==> src/rtl/decode_issue_queue_pkg.sv <==
// decode_issue_queue_pkg
// Shared constants for the decode/issue queue and its immediate generator:
// RV32I major opcodes, parameter defaults and the JALR-hold state encoding.
package decode_issue_queue_pkg;

    localparam int unsigned ROB_BITS_DEF = 3;
    localparam int unsigned XLEN_DEF     = 32;

    localparam logic [6:0] OPC_LUI   = 7'b0110111;
    localparam logic [6:0] OPC_AUIPC = 7'b0010111;
    localparam logic [6:0] OPC_JAL   = 7'b1101111;
    localparam logic [6:0] OPC_JALR  = 7'b1100111;
    localparam logic [6:0] OPC_BR    = 7'b1100011;
    localparam logic [6:0] OPC_LD    = 7'b0000011;
    localparam logic [6:0] OPC_ST    = 7'b0100011;
    localparam logic [6:0] OPC_OPIMM = 7'b0010011;
    localparam logic [6:0] OPC_OP    = 7'b0110011;

    // RUN: fetching freely; JALR_WAIT: a JALR is queued, fetch is stopped
    typedef enum logic {
        ST_RUN       = 1'b0,
        ST_JALR_WAIT = 1'b1
    } iq_state_e;

    function automatic logic is_jalr(input logic [31:0] inst);
        return inst[6:0] == OPC_JALR;
    endfunction

endpackage

==> src/rtl/decode_issue_queue_imm_gen.sv <==
// decode_issue_queue_imm_gen
// Pure combinational immediate decoder, also used by the branch predictor.
// Ports:
//   i_inst   [31:0]     instruction word
//   o_imm    [XLEN-1:0] decoded immediate (0 for R-type / unknown opcodes)
//   o_no_rs2            opcode has no rs2 operand (operand 2 is the immediate)
//   o_no_rd             opcode writes no destination (branch, store)
module decode_issue_queue_imm_gen
    import decode_issue_queue_pkg::*;
#(
    parameter int unsigned XLEN = XLEN_DEF
) (
    input  logic [31:0]     i_inst,
    output logic [XLEN-1:0] o_imm,
    output logic            o_no_rs2,
    output logic            o_no_rd
);

    logic [31:0] w_imm32;
    logic        w_shift;

    assign w_shift = (i_inst[14:12] == 3'b001) || (i_inst[14:12] == 3'b101);

    // Format select by major opcode
    always_comb begin
        w_imm32  = '0;
        o_no_rs2 = 1'b0;
        o_no_rd  = 1'b0;
        case (i_inst[6:0])
            OPC_LUI, OPC_AUIPC: begin
                w_imm32  = {i_inst[31:12], 12'b0};
                o_no_rs2 = 1'b1;
            end
            OPC_JAL: begin
                w_imm32  = {{11{i_inst[31]}}, i_inst[31], i_inst[19:12],
                            i_inst[20], i_inst[30:21], 1'b0};
                o_no_rs2 = 1'b1;
            end
            OPC_JALR, OPC_LD: begin
                w_imm32  = {{20{i_inst[31]}}, i_inst[31:20]};
                o_no_rs2 = 1'b1;
            end
            OPC_OPIMM: begin
                // shift amounts are unsigned; funct7 bits are not part of the value
                w_imm32  = w_shift ? {27'b0, i_inst[24:20]}
                                   : {{20{i_inst[31]}}, i_inst[31:20]};
                o_no_rs2 = 1'b1;
            end
            OPC_ST: begin
                w_imm32 = {{20{i_inst[31]}}, i_inst[31:25], i_inst[11:7]};
                o_no_rd = 1'b1;
            end
            OPC_BR: begin
                w_imm32 = {{19{i_inst[31]}}, i_inst[31], i_inst[7],
                           i_inst[30:25], i_inst[11:8], 1'b0};
                o_no_rd = 1'b1;
            end
            default: w_imm32 = '0;
        endcase
    end

    assign o_imm = XLEN'($signed(w_imm32));

endmodule

==> src/rtl/decode_issue_queue.sv <==
// decode_issue_queue
// IQ_DEPTH-entry instruction FIFO with combinational decode of the head entry
// and single-issue toward ROB + RS/LSB. A queued JALR stops fetch until it
// issues, then a registered redirect pulse carries its target. flush_in
// empties the queue. Define IQ_PERF_CNT_EN to add stall/issue counters.
// Ports:
//   clk_in, rst_in (async, active-high), rdy_in (global enable), flush_in
//   fetch_valid/fetch_ready/fetch_inst/fetch_addr   fetcher handshake
//   rob_full/rs_full/lsb_full, rob_tail             downstream status
//   get_id1/get_id2 -> val1/val2, has_dep*_in, dep*_in   operand lookup
//   issue_valid/issue_rs/issue_lsb + decoded fields     issue bundle
//   jalr_redirect/jalr_target                        registered redirect
//   stall_cycles/issued_cnt (IQ_PERF_CNT_EN only)    saturating counters
module decode_issue_queue
    import decode_issue_queue_pkg::*;
#(
    parameter int unsigned IQ_DEPTH = 4,
    parameter int unsigned ROB_BITS = ROB_BITS_DEF,
    parameter int unsigned XLEN     = XLEN_DEF
) (
    input  logic                clk_in,
    input  logic                rst_in,
    input  logic                rdy_in,
    input  logic                flush_in,
    input  logic                fetch_valid,
    output logic                fetch_ready,
    input  logic [31:0]         fetch_inst,
    input  logic [XLEN-1:0]     fetch_addr,
    input  logic                rob_full,
    input  logic                rs_full,
    input  logic                lsb_full,
    input  logic [ROB_BITS-1:0] rob_tail,
    output logic [4:0]          get_id1,
    output logic [4:0]          get_id2,
    input  logic [XLEN-1:0]     val1,
    input  logic [XLEN-1:0]     val2,
    input  logic                has_dep1_in,
    input  logic                has_dep2_in,
    input  logic [ROB_BITS-1:0] dep1_in,
    input  logic [ROB_BITS-1:0] dep2_in,
    output logic                issue_valid,
    output logic                issue_rs,
    output logic                issue_lsb,
    output logic [6:0]          op_type,
    output logic [2:0]          funct3,
    output logic                funct7b5,
    output logic [XLEN-1:0]     imm,
    output logic [XLEN-1:0]     reg1_v,
    output logic [XLEN-1:0]     reg2_v,
    output logic                has_dep1,
    output logic                has_dep2,
    output logic [ROB_BITS-1:0] rob_entry1,
    output logic [ROB_BITS-1:0] rob_entry2,
    output logic [4:0]          rd_id,
    output logic [ROB_BITS-1:0] rd_rob,
    output logic [31:0]         inst_out,
    output logic [XLEN-1:0]     inst_addr_out,
    output logic                jalr_redirect,
    output logic [XLEN-1:0]     jalr_target
`ifdef IQ_PERF_CNT_EN
    ,
    output logic [31:0]         stall_cycles,
    output logic [31:0]         issued_cnt
`endif
);

    localparam int unsigned PTR_W = $clog2(IQ_DEPTH);
    localparam int unsigned CNT_W = PTR_W + 1;

    logic [31:0]     r_inst_q [IQ_DEPTH];
    logic [XLEN-1:0] r_addr_q [IQ_DEPTH];
    logic [PTR_W-1:0] r_head;
    logic [PTR_W-1:0] r_tail;
    logic [CNT_W-1:0] r_count;
    iq_state_e        r_state;
    logic             r_fetch_ready;
    logic             r_jalr_redirect;
    logic [XLEN-1:0]  r_jalr_target;

    logic             w_nonempty;
    logic [31:0]      w_head_inst;
    logic [XLEN-1:0]  w_head_addr;
    logic [6:0]       w_opcode;
    logic [XLEN-1:0]  w_imm;
    logic             w_no_rs2;
    logic             w_no_rd;
    logic             w_issue_rs;
    logic             w_issue_lsb;
    logic             w_head_jalr;
    logic             w_issue;
    logic             w_enq;
    logic             w_jalr_issue;
    logic [XLEN-1:0]  w_jalr_sum;
    logic [CNT_W-1:0] w_count_next;
    logic             w_room_next;

    // Head view; an empty queue presents an all-zero instruction so every
    // decoded field falls to 0
    assign w_nonempty  = (r_count != '0);
    assign w_head_inst = w_nonempty ? r_inst_q[r_head] : '0;
    assign w_head_addr = w_nonempty ? r_addr_q[r_head] : '0;
    assign w_opcode    = w_head_inst[6:0];

    decode_issue_queue_imm_gen #(
        .XLEN     (XLEN)
    ) u_imm_gen (
        .i_inst   (w_head_inst),
        .o_imm    (w_imm),
        .o_no_rs2 (w_no_rs2),
        .o_no_rd  (w_no_rd)
    );

    assign w_issue_rs  = (w_opcode == OPC_OPIMM) || (w_opcode == OPC_OP) ||
                         (w_opcode == OPC_BR);
    assign w_issue_lsb = (w_opcode == OPC_LD) || (w_opcode == OPC_ST);
    assign w_head_jalr = is_jalr(w_head_inst);

    // JALR needs a resolved rs1 to form its target, so it waits on has_dep1_in
    assign w_issue = rdy_in && w_nonempty && !flush_in && !rob_full &&
                     !(w_issue_rs && rs_full) && !(w_issue_lsb && lsb_full) &&
                     !(w_head_jalr && has_dep1_in);

    assign w_enq        = rdy_in && fetch_valid && r_fetch_ready && !flush_in;
    assign w_jalr_issue = w_issue && w_head_jalr;
    assign w_jalr_sum   = val1 + w_imm;

    // Occupancy after this edge (flush handled separately)
    always_comb begin
        w_count_next = r_count;
        case ({w_enq, w_issue})
            2'b10:   w_count_next = r_count + CNT_W'(1);
            2'b01:   w_count_next = r_count - CNT_W'(1);
            default: w_count_next = r_count;
        endcase
    end

    assign w_room_next = (w_count_next < CNT_W'(IQ_DEPTH));

    // Entry storage; contents of free slots are never observed
    always_ff @(posedge clk_in) begin
        if (w_enq) begin
            r_inst_q[r_tail] <= fetch_inst;
            r_addr_q[r_tail] <= fetch_addr;
        end
    end

    // Pointers, JALR-hold FSM and registered handshake/redirect outputs
    always_ff @(posedge clk_in or posedge rst_in) begin
        if (rst_in) begin
            r_head          <= '0;
            r_tail          <= '0;
            r_count         <= '0;
            r_state         <= ST_RUN;
            r_fetch_ready   <= 1'b1;
            r_jalr_redirect <= 1'b0;
            r_jalr_target   <= '0;
        end else if (!rdy_in) begin
            r_jalr_redirect <= 1'b0;
        end else if (flush_in) begin
            r_head          <= '0;
            r_tail          <= '0;
            r_count         <= '0;
            r_state         <= ST_RUN;
            r_fetch_ready   <= 1'b1;
            r_jalr_redirect <= 1'b0;
        end else begin
            if (w_enq) begin
                r_tail <= r_tail + PTR_W'(1);
            end
            if (w_issue) begin
                r_head <= r_head + PTR_W'(1);
            end
            r_count         <= w_count_next;
            r_jalr_redirect <= w_jalr_issue;
            if (w_jalr_issue) begin
                r_jalr_target <= {w_jalr_sum[XLEN-1:1], 1'b0};
            end
            case (r_state)
                ST_RUN: begin
                    if (w_enq && is_jalr(fetch_inst)) begin
                        r_state       <= ST_JALR_WAIT;
                        r_fetch_ready <= 1'b0;
                    end else begin
                        r_fetch_ready <= w_room_next;
                    end
                end
                ST_JALR_WAIT: begin
                    if (w_jalr_issue) begin
                        r_state       <= ST_RUN;
                        r_fetch_ready <= w_room_next;
                    end else begin
                        r_fetch_ready <= 1'b0;
                    end
                end
            endcase
        end
    end

    assign fetch_ready   = r_fetch_ready;
    assign jalr_redirect = r_jalr_redirect;
    assign jalr_target   = r_jalr_target;

    assign issue_valid   = w_issue;
    assign issue_rs      = w_issue_rs;
    assign issue_lsb     = w_issue_lsb;
    assign get_id1       = w_head_inst[19:15];
    assign get_id2       = w_head_inst[24:20];
    assign op_type       = w_opcode;
    assign funct3        = w_head_inst[14:12];
    assign funct7b5      = w_head_inst[30];
    assign imm           = w_imm;
    assign inst_out      = w_head_inst;
    assign inst_addr_out = w_head_addr;

    // Operand 1 always comes from the register file / rename lookup
    assign reg1_v     = w_nonempty ? val1 : '0;
    assign has_dep1   = w_nonempty && has_dep1_in;
    assign rob_entry1 = w_nonempty ? dep1_in : '0;

    // Operand 2 carries the immediate for opcodes without rs2
    assign reg2_v     = !w_nonempty ? '0 : (w_no_rs2 ? w_imm : val2);
    assign has_dep2   = w_nonempty && !w_no_rs2 && has_dep2_in;
    assign rob_entry2 = (w_nonempty && !w_no_rs2) ? dep2_in : '0;

    assign rd_id  = w_no_rd ? 5'd0 : w_head_inst[11:7];
    assign rd_rob = w_nonempty ? rob_tail : '0;

`ifdef IQ_PERF_CNT_EN
    logic [31:0] r_stall_cycles;
    logic [31:0] r_issued_cnt;
    logic        w_stall;

    assign w_stall = w_nonempty && rdy_in && !w_issue;

    // Saturating counters; deliberately not cleared by flush
    always_ff @(posedge clk_in or posedge rst_in) begin
        if (rst_in) begin
            r_stall_cycles <= '0;
            r_issued_cnt   <= '0;
        end else begin
            if (w_stall && (r_stall_cycles != '1)) begin
                r_stall_cycles <= r_stall_cycles + 32'd1;
            end
            if (w_issue && (r_issued_cnt != '1)) begin
                r_issued_cnt <= r_issued_cnt + 32'd1;
            end
        end
    end

    assign stall_cycles = r_stall_cycles;
    assign issued_cnt   = r_issued_cnt;
`endif

endmodule

==> config.mk <==
export PLATFORM = sky130hd
export DESIGN_NAME = decode_issue_queue
export DESIGN_NICKNAME = d
export VERILOG_FILES = /design/src/rtl/decode_issue_queue_pkg.sv /design/src/rtl/decode_issue_queue_imm_gen.sv /design/src/rtl/decode_issue_queue.sv
export SDC_FILE = /design/constraint.sdc
export NUM_CORES = 1
export LEC_CHECK = 0
export BUFFER_PORTS_ARGS = -buffer_cell sky130_fd_sc_hd__buf_2
export CAP_MARGIN = 20
export CORE_MARGIN = 2
export CORE_UTILIZATION = 50
export CTS_CLUSTER_DIAMETER = 200
export DETAILED_ROUTE_END_ITERATION = 16
export PLACE_DENSITY = 0.76
export SYNTH_ARGS = -nofsm -noshare
export SYNTH_HDL_FRONTEND = slang
export SYNTH_HIERARCHICAL = 1
export SYNTH_SLANG_ARGS = --single-unit
==> constraint.sdc <==
create_clock -name clk_in -period 8.7 [get_ports clk_in]
set_input_delay 1.74 -clock clk_in [delete_from_list [all_inputs] [get_ports clk_in]]
set_output_delay 1.74 -clock clk_in [all_outputs]
set_load 0.005 [all_outputs]
==> results.yml <==
floorplan:
  core.rowCount: 62
  initial_core_util_pct: 50.5
  pin_count: 381
  core_area_sq_mm: 0.0286
  dieArea_sq_mm: 0.0303
  die_y_um: 174
  fp.dieW_um: 174
detailed_routing:
  via_per_inst: 5.61
  ant_nets: 0
  routed_wl_mm: 40.0
  firstDrtPassIters: 5
  num_vias: 9980
  drc: 0
  wl_per_cell_um: 22.5
  dr.first_iter.drc_count: 785
global_route:
  busiest_layer: "met2"
  met1_usage_pct: 34.5
  antenna_found_initial: 11
  grt_max_degree: 66
  grtUsageMet2_pct: 43.7
  grt_first_pass_wirelength_mm: 59.7
  grt_use_met3_pct: 5.21
  grt_usage_pct: 26.0
  grt-ovfl-total: 0
  grt_pass1_vias: 9848
sta:
  slew_headroom_pct: 22.1
  fin_skew_ns: 0.0338
  worst_pin_slew_ns: 1.17
  setup_violations: 0
  fin_worst_hold_slack_ns: 0.477
  finalCritPeriodShare_pct: 76.5
  drv_slew: 0
  hold_violations: 0
  fmax_mhz: 150
  rsz0062_at_grt: "false"
  final.setup.tns_ns: 0
  fin_crit_ns: 6.65
yosys:
  async_flop_share_pct: 13.8
  synth_edf_count: 256
  synth_seq_area_share_pct: 60.2
  synth_flop_cell: "edfxtp_1"
  ys_types: 70
  syn-num-nets: 1203
  syn_inst: 1018
  netlist_area_sq_mm: 0.0145
  synth-seq-cells: 297
  syn-mean-instance-area_sq_um: 14.2
  synth_warnings: 6
setup_path:
  crit_type: "reg2out"
  max_stage_delay_ns: 0.82
  crit_fanout: 46
  path_delay_family: "simple AND/OR/NAND/NOR gates"
  cp_common_cell: "nor2_1"
  arrival_ns: 4.91
  worstPathCellList: "buf_4 > mux4_2 > inv_1 > nor2_1 > and4b_1 > and4_1 > nor2_1 > nand2_2 > nor2_1 > and2_1 > buf_2"
  critPathBufInv: 3
  end_kind: "output port"
  r2r_slack_ns: 2.69
  cp_slowest_cell: "nand2_2"
  cp_data_required_time_ns: 6.96
  cp-start-kind: "register"
cells_and_area:
  fin_nets: 1551
  syn_to_final_growth_pct: 21.3
  drive_gt1_share_pct: 38.4
  nFillCells: 2259
clock_tree:
  clkLatencyLatePin_ns: 0.58
  hold_buffers: 0
  cts.sinks: 297
  cts_resized: 0
  htreeDepth: 1
  clk_pin_slew_worst_paths_ns: 0.06
  cts_setup_buffers: 0
  cts.path.max_buffers: 3
  cts_tree: "done"
  numCtsBuffers: 30
  cts_root_buf: "clkbuf_16"
placed_design:
  place.gp.congestion: 0.903
  portBuffers: 379
  hpwl_mm: 28.6
power:
  p_leak_nw: 7.24
  ir_drop_mv: 0.204
  p_per_area_mw_per_mm2: 212
flow_run:
  drv_cap: 0
run_status:
  status: "complete, no violations"
min_path:
  hp-class: "reg2reg"
-- stage by stage --
step / std cells / instance area, sq um / setup WS, ns / total power, mW / util (%)
detailed placement: 1717 / 16500 / 2.32 / 2.49 / 57.8
CTS: 1772 / 17500 / 1.71 / 3.76 / 61.2
global route: 1776 / 17500 / 1.70 / 3.87 / 61.3
global placement: 1717 / 16500 / 2.45 / 2.48 / 57.8
floorplan: 1018 / 14500 / 3.84 / 2.12 / -
finish: 1779 / 17500 / 2.05 / 3.73 / 61.3
-- path summary, 6_finish.rpt --
kind / start / to / cells after the start
worst max-delay path: r_head[1] / has_dep2 / 11
max in group asynchronous: rst_in / r_head[0] / 3
worst min-delay path: jalr_target[13] / jalr_target[13] / 2
worst max register to register: r_head[1] / jalr_target[30] / 18
worst min register to register: jalr_target[13] / jalr_target[13] / 2
min in group asynchronous: rst_in / jalr_redirect / 3
-- sequential cells by signal (all words and copies together), names as in the netlist --
name	flops
r_addr_q	128
r_inst_q	128
r_tail	2
r_state	1
r_count	3
r_head	2
jalr_target	31
jalr_redirect	1
fetch_ready	1
-- layout by cell type (no fill, tap or decap), drive strengths merged, types with 5 or more instances in the layout --
master | Yosys | layout
mux4 | 64 | 64
nor2 | 51 | 51
clkbuf | 28 | 32
mux2i | 35 | 35
xor2 | 11 | 11
diode | 0 | 6
o31ai | 7 | 7
clkinv | 1 | 21
o21a | 11 | 11
nand2 | 41 | 41
a22o | 5 | 5
nor2b | 15 | 15
or3 | 6 | 6
o21ai | 45 | 45
nand3 | 20 | 20
edfxtp | 256 | 256
xnor2 | 14 | 14
buf | 42 | 386
a21oi | 31 | 31
and2 | 115 | 115
nand2b | 8 | 8
inv | 23 | 22
nor3 | 13 | 13
o22ai | 7 | 7
ha | 36 | 36
dfrtp | 40 | 40
a21o | 23 | 23
o21bai | 6 | 6
and3 | 6 | 6
nor3b | 7 | 7
-- cells by family after synthesis --
kind of cell / after synthesis / share of synthesized area (%)
buffers and inverters: 94 / 3.30
xor gates and xnor gates: 25 / 1.51
AOI/OAI and AO/OA: 165 / 7.69
DFF: 297 / 60.2
and+or+nand+nor: 298 / 11.4
other: 1 / 0.0259
muxes: 100 / 12.5
adders and majority gates: 38 / 3.39
-- layer usage --
layer / wire, um / part of all wire [%]
met1: 16600 / 41
met2: 19500 / 49
met3: 2660 / 6.7
met4: 1220 / 3.1
met5: 54 / 0.14
-- report_power, final --
group          total (mW)  internal (mW)  switching [mW]
Combinational       0.839          0.377           0.462
Sequential           1.62           1.58          0.0361
Clock                1.27          0.723           0.547
Total                3.73           2.68            1.05
-- area by class of cell --
| type | instances | area (sq um) | share of cell area, % |
|---|---|---|---|
| Clock buffer | 32 | 758 | 4.32 |
| Clock inverter | 23 | 224 | 1.28 |
| Antenna cell | 6 | 15.0 | 0.0856 |
| Tap cell | 384 | 480 | 2.74 |
| Multi-Input combinational cell | 627 | 5300 | 30.2 |
| Sequential cell | 297 | 8720 | 49.7 |
| Inverter | 24 | 90.1 | 0.513 |
| Timing Repair Buffer | 386 | 1950 | 11.1 |
-- tightest hold or removal path: stages (launching register included) --
cell	delay, ns
dfrtp_1	0.34
nand2_1	0.04
o21ai_0	0.06
-- synthesized netlist by cell type (12+ instances only) --
cell	number	area share, %
a21o_1	12	0.62
a21oi_1	31	1.1
and2_1	115	5.0
buf_4	22	1.1
clkbuf_1	28	0.73
dfrtp_1	40	6.9
edfxtp_1	256	53
ha_1	36	3.1
inv_1	23	0.60
mux2i_1	35	2.4
mux4_2	64	10
nand2_1	41	1.1
nand3_1	20	0.69
nor2_1	51	1.3
nor2b_1	15	0.65
nor3_1	13	0.45
o21ai_0	43	1.5
xnor2_1	14	0.85
Note: power is estimated with default switching activity, not from simulation.
